$ cat src/rtl/bam_mac_pkg.sv
// -----------------------------------------------------------------------------
// bam_mac_pkg
//   Shared constants and helpers for the broken-array MAC stage.
//   PROD_W    : width of the 8x8 product (16 bits, unsigned)
//   OP_W      : operand width (8 bits, unsigned)
//   bam_kept  : returns 1 when partial product a[i]&b[j] survives the
//               horizontal (i+j >= hbl) and vertical (j >= vbl) breaks
// -----------------------------------------------------------------------------
package bam_mac_pkg;

  localparam int PROD_W = 16;
  localparam int OP_W   = 8;

  function automatic logic bam_kept(input int i, input int j,
                                    input int hbl, input int vbl);
    return ((i + j) >= hbl) && (j >= vbl);
  endfunction

endpackage

$ cat src/rtl/bam_pp_mult8.sv
// -----------------------------------------------------------------------------
// bam_pp_mult8
//   Combinational 8x8 unsigned broken-array approximate multiplier.
//   Partial products below the horizontal break (i+j < HBL) or left of the
//   vertical break (j < VBL) are dropped; the rest are summed exactly with
//   no compensation term. HBL=0, VBL=0 gives the exact product.
//   Ports:
//     a  in  8   multiplicand
//     b  in  8   multiplier
//     p  out 16  approximate product
// -----------------------------------------------------------------------------
module bam_pp_mult8
  import bam_mac_pkg::*;
#(
  parameter int HBL = 7,
  parameter int VBL = 7
)(
  input  logic [OP_W-1:0]   a,
  input  logic [OP_W-1:0]   b,
  output logic [PROD_W-1:0] p
);

  // Break tests depend only on parameters, so the kept/dropped pattern is
  // fixed at elaboration and the loop collapses to a pruned adder array.
  always_comb begin
    p = '0;
    for (int j = 0; j < OP_W; j++) begin
      for (int i = 0; i < OP_W; i++) begin
        if (bam_kept(i, j, HBL, VBL)) begin
          p = p + (PROD_W'(a[i] & b[j]) << (i + j));
        end
      end
    end
  end

endmodule

$ cat src/rtl/u_bam_mac8.sv
// -----------------------------------------------------------------------------
// u_bam_mac8
//   Streaming multiply-accumulate stage around an 8x8 broken-array
//   approximate multiplier. Operand beats arrive over valid/ready, the
//   approximate product of each beat is accumulated over a packet ended by
//   in_last, and one registered sum per packet is offered downstream.
//
//   Pipeline: S1 operand register -> S2 product register -> accumulator and
//   output register. A last beat accepted on edge T shows out_valid after
//   edge T+2. One beat per cycle while downstream keeps up.
//
//   Configuration macro:
//     BAM_MAC_SAT_EN  defined : accumulator clamps at 2^ACC_W-1 on carry-out
//                     undefined: accumulator wraps modulo 2^ACC_W
//     out_ovf reports the carry-out in both builds.
//
//   Ports:
//     clk        in   1      rising-edge clock
//     rst        in   1      synchronous active-high reset
//     in_a       in   8      multiplicand (unsigned)
//     in_b       in   8      multiplier (unsigned)
//     in_last    in   1      final beat of packet
//     in_valid   in   1      operand beat valid
//     in_ready   out  1      beat accepted when in_valid & in_ready
//     out_sum    out  ACC_W  packet sum of approximate products
//     out_count  out  CNT_W  beats in packet, saturating at all-ones
//     out_ovf    out  1      accumulator carried out during the packet
//     out_valid  out  1      result valid, held until out_ready
//     out_ready  in   1      downstream accepts result
// -----------------------------------------------------------------------------
module u_bam_mac8
  import bam_mac_pkg::*;
#(
  parameter int HBL   = 7,
  parameter int VBL   = 7,
  parameter int ACC_W = 24,
  parameter int CNT_W = 8
)(
  input  logic             clk,
  input  logic             rst,
  input  logic [OP_W-1:0]  in_a,
  input  logic [OP_W-1:0]  in_b,
  input  logic             in_last,
  input  logic             in_valid,
  output logic             in_ready,
  output logic [ACC_W-1:0] out_sum,
  output logic [CNT_W-1:0] out_count,
  output logic             out_ovf,
  output logic             out_valid,
  input  logic             out_ready
);

  // Saturating beat counter increment.
  function automatic logic [CNT_W-1:0] sat_cnt(input logic [CNT_W-1:0] c);
    return (&c) ? c : c + CNT_W'(1);
  endfunction

  // Reduce the ACC_W+1 bit raw sum back to the accumulator width.
  function automatic logic [ACC_W-1:0] acc_limit(input logic [ACC_W:0] s);
`ifdef BAM_MAC_SAT_EN
    return s[ACC_W] ? {ACC_W{1'b1}} : s[ACC_W-1:0];
`else
    return s[ACC_W-1:0];
`endif
  endfunction

  logic              adv;

  logic [OP_W-1:0]   a_p1;
  logic [OP_W-1:0]   b_p1;
  logic              last_p1;
  logic              vld_p1;

  logic [PROD_W-1:0] prod_c;
  logic [PROD_W-1:0] prod_p2;
  logic              last_p2;
  logic              vld_p2;

  logic              first;
  logic [ACC_W-1:0]  acc;
  logic [CNT_W-1:0]  cnt;
  logic              ovf;

  logic              step;
  logic [ACC_W-1:0]  acc_base;
  logic [ACC_W:0]    sum_ext;
  logic              carry;
  logic [ACC_W-1:0]  acc_n;
  logic [CNT_W-1:0]  cnt_n;
  logic              ovf_n;

  // The whole pipeline moves together; it only stalls when a result is
  // parked at the output and downstream is not taking it.
  assign adv      = !(out_valid && !out_ready);
  // During reset the output register is being cleared, so advertise ready.
  assign in_ready = rst || adv;

  // ---- S1: operand register ----
  always_ff @(posedge clk) begin
    if (rst) begin
      vld_p1 <= 1'b0;
    end else if (adv) begin
      vld_p1 <= in_valid;
    end
  end

  always_ff @(posedge clk) begin
    if (adv) begin
      a_p1    <= in_a;
      b_p1    <= in_b;
      last_p1 <= in_last;
    end
  end

  bam_pp_mult8 #(
    .HBL (HBL),
    .VBL (VBL)
  ) u_mult (
    .a (a_p1),
    .b (b_p1),
    .p (prod_c)
  );

  // ---- S2: product register ----
  always_ff @(posedge clk) begin
    if (rst) begin
      vld_p2 <= 1'b0;
    end else if (adv) begin
      vld_p2 <= vld_p1;
    end
  end

  always_ff @(posedge clk) begin
    if (adv) begin
      prod_p2 <= prod_c;
      last_p2 <= last_p1;
    end
  end

  // ---- ACC: accumulate and output register ----
  always_comb begin
    step     = vld_p2 && adv;
    acc_base = first ? '0 : acc;
    sum_ext  = {1'b0, acc_base} + {{(ACC_W + 1 - PROD_W){1'b0}}, prod_p2};
    carry    = sum_ext[ACC_W];
    acc_n    = acc_limit(sum_ext);
    cnt_n    = first ? CNT_W'(1) : sat_cnt(cnt);
    ovf_n    = (!first && ovf) || carry;
  end

  always_ff @(posedge clk) begin
    if (rst) begin
      first     <= 1'b1;
      acc       <= '0;
      cnt       <= '0;
      ovf       <= 1'b0;
      out_sum   <= '0;
      out_count <= '0;
      out_ovf   <= 1'b0;
      out_valid <= 1'b0;
    end else begin
      if (step) begin
        acc   <= acc_n;
        cnt   <= cnt_n;
        ovf   <= ovf_n;
        first <= last_p2;
      end
      // A new result may replace one being handed off on the same edge.
      if (step && last_p2) begin
        out_sum   <= acc_n;
        out_count <= cnt_n;
        out_ovf   <= ovf_n;
        out_valid <= 1'b1;
      end else if (out_valid && out_ready) begin
        out_valid <= 1'b0;
      end
    end
  end

endmodule

$ cat config.mk
export PLATFORM = sky130hd
export DESIGN_NAME = u_bam_mac8
export DESIGN_NICKNAME = d
export VERILOG_FILES = /design/src/rtl/bam_mac_pkg.sv /design/src/rtl/bam_pp_mult8.sv /design/src/rtl/u_bam_mac8.sv
export SDC_FILE = /design/constraint.sdc
export NUM_CORES = 1
export LEC_CHECK = 0
export CAP_MARGIN = 10
export CORE_MARGIN = 8
export CORE_UTILIZATION = 59
export DETAILED_ROUTE_END_ITERATION = 8
export GPL_TIMING_DRIVEN = 0
export PLACE_DENSITY_LB_ADDON = 0.1
export SYNTH_ARGS = -nofsm -noshare
export SYNTH_HDL_FRONTEND = slang
export SYNTH_SLANG_ARGS = --single-unit
$ cat constraint.sdc
create_clock -name clk -period 8.2 [get_ports clk]
set_clock_uncertainty 0.15 [all_clocks]
set_input_delay 1.64 -clock clk [delete_from_list [all_inputs] [get_ports clk]]
set_output_delay 1.64 -clock clk [all_outputs]
set_load 0.01 [all_outputs]
# Word level (Yosys, flattened, before mapping)
# Index checks and enable logic that the tools add are counted.
# word_totals
reg_bits,104
output_inout_bits,35
# classes
bitwise_logic,8
reduce_logical,12
n_mux,5
addsub,9
# ops
op,n
adder 16 bit,5
adder 24 x 16 -> 25 bit,1
2-to-1 mux 24 bit,1
adder 16 x 13 -> 16 bit,1
adder 16 x 15 -> 16 bit,1
2-to-1 mux 8 bit,2
"adder 8 x 1 -> 8 bit, second input constant",1
bitwise AND 1 bit,8
AND reduction 8 bit,1
logical AND 1 bit,5
zero test 1 bit,3
logical OR 1 bit,2
2-to-1 mux 1 bit,2
nonzero test 2 bit,1

# Longest topological paths before layout
# Gate-level depths: netlist of run 1.
# depth
depth_word,8
depth_mapped,10
mapped_depth_nobuf,8

# By module
# Synthesis of run 1 repeated with hierarchy kept, for this count alone.
# hier_totals
cells_unflattened,573
hier_area_um2,5447.7
# modules_own_cells
mod,cells_each,instances,seq_area_each_um2,area_per_inst_um2
u_bam_mac8,556,1,2422.3,5333.9
bam_pp_mult8,17,1,0.0,113.9

# Worst setup path before layout of run 1
# OpenSTA, ideal clock, no wires.
# synth_timing
path_type,input to output
from,in out_ready
to,out in_ready
t_arrival_ps,2290
t_required_ps,6410
cell_stages,3
path_slack_ps,4120
cell_sequence,nand2b_1 buf_2 nand2b_1
# synth_via
elab_chain_cells,4
# synth_rtl
element,line_no,rtl
start: declaration,u_bam_mac8.sv:50,input logic out_ready
zero test 1 bit,u_bam_mac8.sv:94,assign adv = !(out_valid && !out_ready);
logical AND 1 bit,u_bam_mac8.sv:94,
zero test 1 bit,u_bam_mac8.sv:94,
logical OR 1 bit,u_bam_mac8.sv:96,assign in_ready = rst || adv;
end: declaration,u_bam_mac8.sv:45,"output logic in_ready,"
# No other way between the ends.

# Worst setup path in the final report of run 1
# Ends and elaborated chain as after synthesis.

==> results of run 1 <==
==> power groups by stage <==
stage	Clock (W)	Sequential [W]	Combinational (W)
final	0.000293	0.000462	0.0000601
after global routing	0.000308	0.000464	0.0000650
after CTS	0.000294	0.000462	0.0000595
after detailed placement	0	0.000472	0.0000589
after global placement	0	0.000472	0.0000578
after floorplan	0	0.000472	0.0000331
==> worst min-delay path, cell delays in order (launching register included) <==
cell and delay [ns]:
dfxtp_1 0.32, nand2_1 0.05, a21oi_1 0.05
==> logic make-up (layout without fill, tap and decap cells) <==
logic type,after synthesis,count (layout)
muxes,5,5
buffers and inverters,42,105
DFF,89,89
AOI/OAI and AO/OA,110,110
adders and majority gates,10,10
xor gates and xnor gates,9,9
and+or+nand+nor,188,188
==> metal layers <==
metal / vias up / part of all wire / GRT usage / wire [µm]
met1: 1732 / 0.42 / 0.266 / 4630
met4: 0 / 0.031 / 0.122 / 337
met5: - / 0 / 0 / 0
li1: 1757 / - / - / -
met2: 144 / 0.47 / 0.368 / 5150
met3: 29 / 0.074 / 0.0419 / 810
==> final cells by class <==
cell class	instances	share of cell area
Buffer	34	0.0298
Clock buffer	10	0.0303
Clock inverter	6	0.00814
Inverter	8	0.00611
Multi-Input combinational cell	322	0.404
Sequential cell	89	0.401
Tap cell	96	0.0244
Timing Repair Buffer	47	0.0957
==> sequential cells by signal (all words and copies together) (netlist names), 8 cells and up <==
register,count
a_p1,8
acc,24
cnt,8
out_count,8
out_sum,24
prod_p2,8
==> cells in the mapped netlist (9+ instances only) <==
cell	instances
a21oi_1	40
and2_1	19
clkbuf_1	23
dfxtp_1	70
edfxtp_1	19
ha_1	9
nand2_1	61
nand3_1	31
nor2_1	25
nor2b_1	13
nor3_1	12
o21ai_0	9
==> layout by cell type (no fill, tap or decap), drive strengths merged, types with 9 or more instances in the layout <==
cell | netlist | layout
edfxtp | 19 | 19
nand3 | 31 | 31
nor2b | 13 | 13
nor2 | 25 | 25
ha | 9 | 9
clkbuf | 23 | 33
a21oi | 42 | 42
inv | 8 | 9
and2 | 20 | 20
buf | 11 | 11
nand2 | 61 | 61
o21ai | 9 | 9
dfxtp | 70 | 70
nor3 | 12 | 12
clkdlybuf4s50 | 0 | 47
==> how the worst min path moves through the flow <==
stage	slack, ns	start	endpoint	depth (start not counted)
2_1_floorplan	0.25	last_p1$_DFFE_PN_	last_p2$_DFFE_PN_	0
3_3_place_gp	0.28	last_p1$_DFFE_PN_	last_p2$_DFFE_PN_	0
3_5_place_dp	0.29	last_p1$_DFFE_PN_	last_p2$_DFFE_PN_	0
4_1_cts	0.31	out_sum[2]$_SDFFE_PP0P_	out_sum[2]$_SDFFE_PP0P_	2
5_1_grt	0.32	last_p1$_DFFE_PN_	last_p2$_DFFE_PN_	0
6_report	0.30	out_sum[3]$_SDFFE_PP0P_	out_sum[3]$_SDFFE_PP0P_	2
==> through the flow <==
step           hold slack [ns]  total power (W)  area [µm²]  std cells  worst slack (ns)
2_1_floorplan            0.250         0.000505        4140        453              4.12
3_3_place_gp             0.277         0.000530        4730        596              3.04
3_5_place_dp             0.287         0.000531        4730        596              3.01
4_1_cts                  0.306         0.000816        4920        612              3.00
5_1_grt                  0.319         0.000836        4920        612              2.94
6_report                 0.302         0.000816        4920        612              3.02
==> results.yml, run 1 <==
power_and_ir_drop:
  powerDensity_mw_per_mm2: 166
  peakVddDrop_v: 0.000110
  internal_power_w: 0.000608
  p_clk_frac: 0.360
  p_switching_w: 0.000207
  leakagePower_nw: 1.71
  seqPwrFrac: 0.567
  comb_power_share: 0.074
  p_sw_frac: 0.254
grt:
  grt_usage: 0.223
  grt_max_degree: 28
  grt_pass1_wl_um: 17600
  antenna_found_initial: 0
  grt_pass1_vias: 3590
  grt_overflow: 0
worst_setup_path:
  crit_end: "in_ready"
  critPathArrivalTime_ns: 3.39
  cp_slowest_cell: "clkdlybuf4s50_1"
  rrSetupSlack_ns: 4.79
  required_ns: 6.41
  r2r-end: "out_sum[19]$_SDFFE_PP0P_"
  reg2reg_from: "first$_SDFFE_PP1P_"
  crit_chain: "clkdlybuf4s50_1 -> nand2b_1 -> buf_2 -> nand2b_1 -> clkdlybuf4s50_1"
  cp_max_fo: 27
  critPathCaptureType: "primary output"
  crit_start: "out_ready"
  critical_path_class: "in -> out"
  critPathMaxStageDelay_ns: 0.54
  worst-r2r-cell-count: 10
  critPathTopFamily: "buffers and inverters"
  path_depth: 5
  cp-start-kind: "input port"
  path_buf_inv: 3
synth:
  ys_ff_latch: 89
  yosysUniqueCellTypes: 58
  syn_area_mm2: 0.00414
  ys_seq_area_frac: 0.477
  yosysTopAreaCell: "dfxtp_1"
  synth-async-reset-ratio: 0
  syn-num-nets: 484
  synth.area.mux_share: 0.0124
  yosys.area_share.simple: 0.225
  synth_compound_area_frac: 0.192
  synth_fa_ha_area_frac: 0.0321
  avgSynthCellArea_um2: 9.13
  synth_top_family_by_area: "simple AND/OR/NAND/NOR gates"
  synth_top_flop_cell: "dfxtp_1"
  synthCells: 453
  ys.warnings.count: 0
  synth_top_area_frac: 0.339
  synth_edf_count: 19
  synth.area.top_cells: "dfxtp_1, edfxtp_1, nand2_1"
  synth-xor-area-share: 0.0191
sta:
  setup_violations: 0
  slew_viol_final: 0
  rsz0062_at_grt: "false"
  setup-tns-final_ns: 0
  worst_slew_pin_slew_ns: 0.871
  hold_violations: 0
  slew_headroom: 0.412
  fin_crit_ns: 5.18
  fmax_mhz: 193
  min_period_over_period: 0.631
routing:
  drt_pass1_iterations: 5
  route.detailed.drc: 0
  vias: 3662
  initialDrtViolationCount: 229
  via_per_inst: 5.98
  totalWireLength_um: 10900
  wl_per_cell_um: 17.9
  postRouteAntennaNets: 0
finish:
  multi_input_area_mm2: 0.00199
  nNetsFinal: 542
  diodes: 0
  fin_util: 0.724
  fillers: 515
  layout-drive-gt1-share: 0.0678
  seq_area_mm2: 0.00197
  syn_to_final_growth_pct: 18.8
floorplanning:
  die_w_um: 99.7
  die-area_mm2: 0.00995
  core.rowCount: 30
  die_y_um: 99.7
  ios: 56
  core_mm2: 0.00679
  initial_core_util: 0.609
cts:
  htree_levels: 3
  cts_root_buf: "clkbuf_8"
  cts_tree: "built"
  cts_resized: 0
  clock_sinks: 89
  cts_hold_buf: 0
  clockBufferDepth: 2
  post_cts_buffers: 0
  clock_latency_ns: 0.36
  cts-buffers-inserted: 9
  clkSlewWorstSetupHoldPaths_ns: 0.10
status:
  status: "finished clean"
flow_run:
  max_cap_viol_count: 0
placement:
  gp_congestion: 0.906
  hpwl_um: 7480
  io_buffers: 47
hold_path:
  holdCritPathClass: "reg -> reg"
No activity file was read; power rests on OpenSTA's default activity.
==> run 2, diff against run 1 <==
--- a/config.mk
+++ b/config.mk
@@ -7,7 +7,7 @@
 export LEC_CHECK = 0
 export CAP_MARGIN = 10
 export CORE_MARGIN = 8
-export CORE_UTILIZATION = 59
+export CORE_UTILIZATION = 55
 export DETAILED_ROUTE_END_ITERATION = 8
 export GPL_TIMING_DRIVEN = 0
 export PLACE_DENSITY_LB_ADDON = 0.1
==> constraint.sdc (replaced) <==
create_clock -name clk -period 4.8 [get_ports clk]
set_clock_uncertainty 0.15 [all_clocks]
set_input_delay 0.96 -clock clk [delete_from_list [all_inputs] [get_ports clk]]
set_output_delay 0.96 -clock clk [all_outputs]
set_load 0.01 [all_outputs]
==> results.yml, run 2 (synthesis results as in run 1) <==
grt:
  grt_max_degree: 28
  grt_pass1_wl_um: 17700
  grt_overflow: 0
  antenna_found_initial: 0
  grt_pass1_vias: 3568
  grt_usage: 0.215
finish:
  nNetsFinal: 542
  layout-drive-gt1-share: 0.0659
  final_common_cell: "dfxtp_1"
  syn_to_final_growth_pct: 19.3
  diodes: 0
  final_cell_mix: "dfxtp_1, nand2_1, clkdlybuf4s50_1, a21oi_1, nand3_1"
  multi_input_area_mm2: 0.00199
  seq_area_mm2: 0.00197
  fillers: 613
  top_regs: "acc (24), out_sum (24)"
power_and_ir_drop:
  peakVddDrop_v: 0.000177
  seqPwrFrac: 0.555
  powerDensity_mw_per_mm2: 288
  internal_power_w: 0.00107
  p_clk_frac: 0.374
  comb_power_share: 0.071
  leakagePower_nw: 1.72
  p_switching_w: 0.000355
  p_sw_frac: 0.249
  p_total_w: 0.00142
cts:
  cts_root_buf: "clkbuf_8"
  clock_sinks: 89
  clock_latency_ns: 0.36
  cts-buffers-inserted: 9
  clkSlewWorstSetupHoldPaths_ns: 0.09
  cts_hold_buf: 0
  cts_resized: 0
  clockBufferDepth: 2
  cts_tree: "built"
  post_cts_buffers: 0
  htree_levels: 3
floorplanning:
  die-area_mm2: 0.0106
  ios: 56
  core_mm2: 0.00725
  die_y_um: 103
  die_w_um: 103
  initial_core_util: 0.570
  core.rowCount: 31
routing:
  drt_pass1_iterations: 5
  initialDrtViolationCount: 259
  postRouteAntennaNets: 0
  totalWireLength_um: 10700
  via_per_inst: 5.93
  wl_per_cell_um: 17.5
  route.detailed.drc: 0
  vias: 3650
status:
  status: "finished clean"
flow_run:
  max_cap_viol_count: 0
worst_setup_path:
  cp_max_fo: 27
  critPathCaptureType: "primary output"
  critical_path_class: "in -> out"
  required_ns: 3.69
  cp-start-kind: "input port"
  critPathArrivalTime_ns: 2.72
sta:
  fmax_mhz: 261
  hold_violations: 0
  fin_crit_ns: 3.83
  rsz0062_at_grt: "false"
  slew_viol_final: 0
  setup-tns-final_ns: 0
  min_period_over_period: 0.799
  slew_headroom: 0.473
  worst_slew_pin_slew_ns: 0.781
  setup_violations: 0
placement:
  io_buffers: 47
  hpwl_um: 7430
  gp_congestion: 0.931
hold_path:
  holdCritPathClass: "reg -> reg"
run 2: layer usage:
layer  wire [µm]  share of wire  track usage  vias up
met5           0              0            0        -
met4         171          0.016       0.0666        0
met3         764          0.071       0.0419       18
met2        5090           0.47        0.361      142
met1        4700           0.44        0.271     1728
li1            -              -            -     1762
run 2: per-stage QoR:
stage / setup WS, ns / hold slack (ns) / instance area (µm²) / util / std cells
after floorplan: 1.90 / 0.250 / 4140 / - / 453
after global placement: 1.01 / 0.275 / 4730 / 0.652 / 599
after detailed placement: 0.929 / 0.276 / 4730 / 0.652 / 599
after CTS: 0.927 / 0.293 / 4930 / 0.680 / 615
after global routing: 0.882 / 0.305 / 4930 / 0.680 / 615
final: 0.966 / 0.298 / 4930 / 0.680 / 615
run 2: final cells by class:
class | count | area share
tap | 99 | 0.0251
clock buffer | 10 | 0.0259
inverter | 8 | 0.00609
timing repair buffer | 47 | 0.0954
sequential | 89 | 0.400
clock inverter | 6 | 0.0152
buffer | 34 | 0.0297
multi-input combinational | 322 | 0.403
run 2: worst max-delay path, cell delays in order:
cell	delay (ns)
clkdlybuf4s50_1	0.45
nand2b_1	0.10
buf_2	0.48
nand2b_1	0.19
clkdlybuf4s50_1	0.54
run 2: power by group through the flow:
| stage | sequential, W | combinational [W] | clock [W] |
|---|---|---|---|
| floorplan | 0.000806 | 0.0000565 | 0 |
| global placement | 0.000806 | 0.0000987 | 0 |
| detailed placement | 0.000807 | 0.0000997 | 0 |
| CTS | 0.000790 | 0.000100 | 0.000535 |
| global route | 0.000792 | 0.000110 | 0.000570 |
| finish | 0.000790 | 0.000102 | 0.000532 |
run 2: final timing paths:
path	cells after the start	end	slack, ns	startpoint
max	5	in_ready	0.97	out_ready
min	0	last_p2$_DFFE_PN_	0.30	last_p1$_DFFE_PN_
max reg2reg	10	out_sum[23]$_SDFFE_PP0P_	1.34	first$_SDFFE_PP1P_
min reg2reg	0	last_p2$_DFFE_PN_	0.30	last_p1$_DFFE_PN_
==> run 3, diff against run 2 <==
==> constraint.sdc (replaced) <==
create_clock -name clk -period 3.65 [get_ports clk]
set_clock_uncertainty 0.15 [all_clocks]
set_input_delay 0.73 -clock clk [delete_from_list [all_inputs] [get_ports clk]]
set_output_delay 0.73 -clock clk [all_outputs]
set_load 0.01 [all_outputs]
==> results of run 3 <==
The final DEF is identical to that of run 2. Status: finished clean.
Main changes from that run: setup slack after placement 0.929 ns -> 0.131 ns; setup slack after layout 0.966 ns -> 0.194 ns; start point of the critical path out_ready -> first$_SDFFE_PP1P_; end point of the critical path in_ready -> out_sum[23]$_SDFFE_PP0P_; register-to-register setup slack 1.34 ns -> 0.19 ns; total power 0.00142 W -> 0.00187 W; worst IR drop on VDD 0.000177 V -> 0.000233 V
==> RTL change (settings of run 2) <==
`ACC_W`: 24 -> 28.
--- a/src/rtl/u_bam_mac8.sv
+++ b/src/rtl/u_bam_mac8.sv
@@ -33,7 +33,7 @@
 #(
   parameter int HBL   = 7,
   parameter int VBL   = 7,
-  parameter int ACC_W = 24,
+  parameter int ACC_W = 28,
   parameter int CNT_W = 8
 )(
   input  logic             clk,
Ports: changed (resized out_sum); port bits go from 56 to 60. The function was not compared with the original's and may differ.
==> RTL change against run 2 <==
Clock power up 9.6%. Sequential cell count up 8. Routed wire length up 6.9%. Design area up 9.4%. Setup slack worse by 0.40 ns. Global-route usage down 0.66 points. Area after synthesis up 9.4%. Die area up 7.9%. Register-to-register slack worse by 0.05 ns. Fmax down 9.4%. Count of clock-buffer cells in the layout down 1. Sequential power up 8.2%. Critical path depth unchanged. Power up 7.4%. Critical endpoint unchanged. Highest routed layer unchanged.
==> RTL change: results (changes against run 2) <==
Run status:
- The run finished with clean final reports.

Place:
- The last weighted congestion value of the routability-driven placer is 0.920 (-1.2%).
- The number of placed instances, taps included is 665 (+11%).

Worst setup path:
- The setup slack of the worst register-to-register path was 1.29 ns (-0.05 ns).
- The maximum net fanout on the critical path is 10 (-63%).
- The number of cells on the worst reg-to-reg path came to 9 (-1).

Global route:
- The total routing usage reported by global routing came to 20.8% (-0.66 points).
- The largest net degree at the start of global routing was 29 (+3.6%).
- The met1 track demand over resource came to 24.9% (-2.2 points).
- The met2 track demand over resource in global routing was 35.5% (-0.63 points).

Detailed routing:
- The violation count after the first detailed-routing iteration is 182 (-30%).
- The wire length per cell after detailed routing was 16.8 um (-3.5%).

Pwr:
- The worst-case vdd ir drop is 0.000211 V (+19%).
- The static leakage came to 2.03 nW (+19%).

Synthesis:
- The number of distinct library cell variants in the gate-level netlist after synthesis was 56 (-3.4%).
- The number of nets produced by synthesis was 539 (+11%).
- Sorting the synthesized cells by how often they occur yields sky130_fd_sc_hd__nand2_1 (86), sky130_fd_sc_hd__dfxtp_1 (78), sky130_fd_sc_hd__a21oi_1 (46).
- The fraction of the yosys area taken by sequential cells is 47.1% (-0.55 points).
- By area the synthesized netlist is led by sky130_fd_sc_hd__dfxtp_1 (35%), sky130_fd_sc_hd__edfxtp_1 (13%), sky130_fd_sc_hd__nand2_1 (7.1%), sky130_fd_sc_hd__a21oi_1 (5.1%), sky130_fd_sc_hd__nor2_1 (2.7%).

Layout:
- The fraction of final layout cells with drive strength greater than 1 came to 7.47% (+0.88 points).
- The net count reported at finish is 602 (+11%).
- In the final layout, the registers with the most flip-flops are acc: 28 flops, out_sum: 28 flops.
- The number of fillers in the final layout is 702 (+15%).
- The count of non-filler cells in the finished layout is 681 (+11%).

Timing:
- The pin slew with the least headroom to its limit is 0.647 ns (-0.134 ns).

Clocking:
- The insertion delay of the later-clocked pin in the worst-skew pair is 0.38 ns (+0.02 ns).
==> RTL change: routing by layer <==
layer / wire length [um] / vias to the layer above
met4: 272 / 0
met1: 5010 / 1911
met5: 0 / -
li1: - / 1961
met3: 574 / 22
met2: 5620 / 106
==> RTL change: final cells by class <==
class / instances / share of cell area, %
Inverter: 4 / 0.278
Timing Repair Buffer: 52 / 9.64
Multi-Input combinational cell: 376 / 41.6
Buffer: 31 / 2.48
Clock inverter: 7 / 1.81
Clock buffer: 9 / 2.29
Tap cell: 105 / 2.43
Sequential cell: 97 / 39.5
==> RTL change: through the flow <==
stage          area, um^2  setup WS [ns]  utilization (%)
2_1_floorplan        4520           1.85                -
3_3_place_gp         5180          0.574             64.0
3_5_place_dp         5180          0.579             64.0
4_1_cts              5400          0.578             66.7
5_1_grt              5400          0.491             66.7
6_report             5400          0.568             66.7
==> RTL change: power by group <==
group	total, mW	switching (mW)	internal (mW)
sequential	0.855	0.00924	0.846
clock	0.583	0.326	0.256
combinational	0.0904	0.0564	0.0340
==> RTL change: logic make-up (layout without fill, tap and decap cells) <==
logic type | after synthesis | in the layout | share of synthesized area, %
buffers and inverters | 35 | 103 | 3.29
AND/OR/NAND/NOR | 233 | 233 | 26.1
XOR/XNOR | 8 | 8 | 1.55
adder cells (fa/ha/maj) | 10 | 10 | 2.93
AO/OA/AOI/OAI | 119 | 119 | 17.7
multiplexers | 6 | 6 | 1.36
flip-flops | 97 | 97 | 47.1
==> RTL change: worst min path at each step <==
stage	to	slack, ns	from
floorplan	last_p2	0.25	last_p1
global placement	last_p2	0.25	last_p1
detailed placement	last_p2	0.26	last_p1
CTS	last_p2	0.28	last_p1
global route	last_p2	0.29	last_p1
finish	last_p2	0.28	last_p1
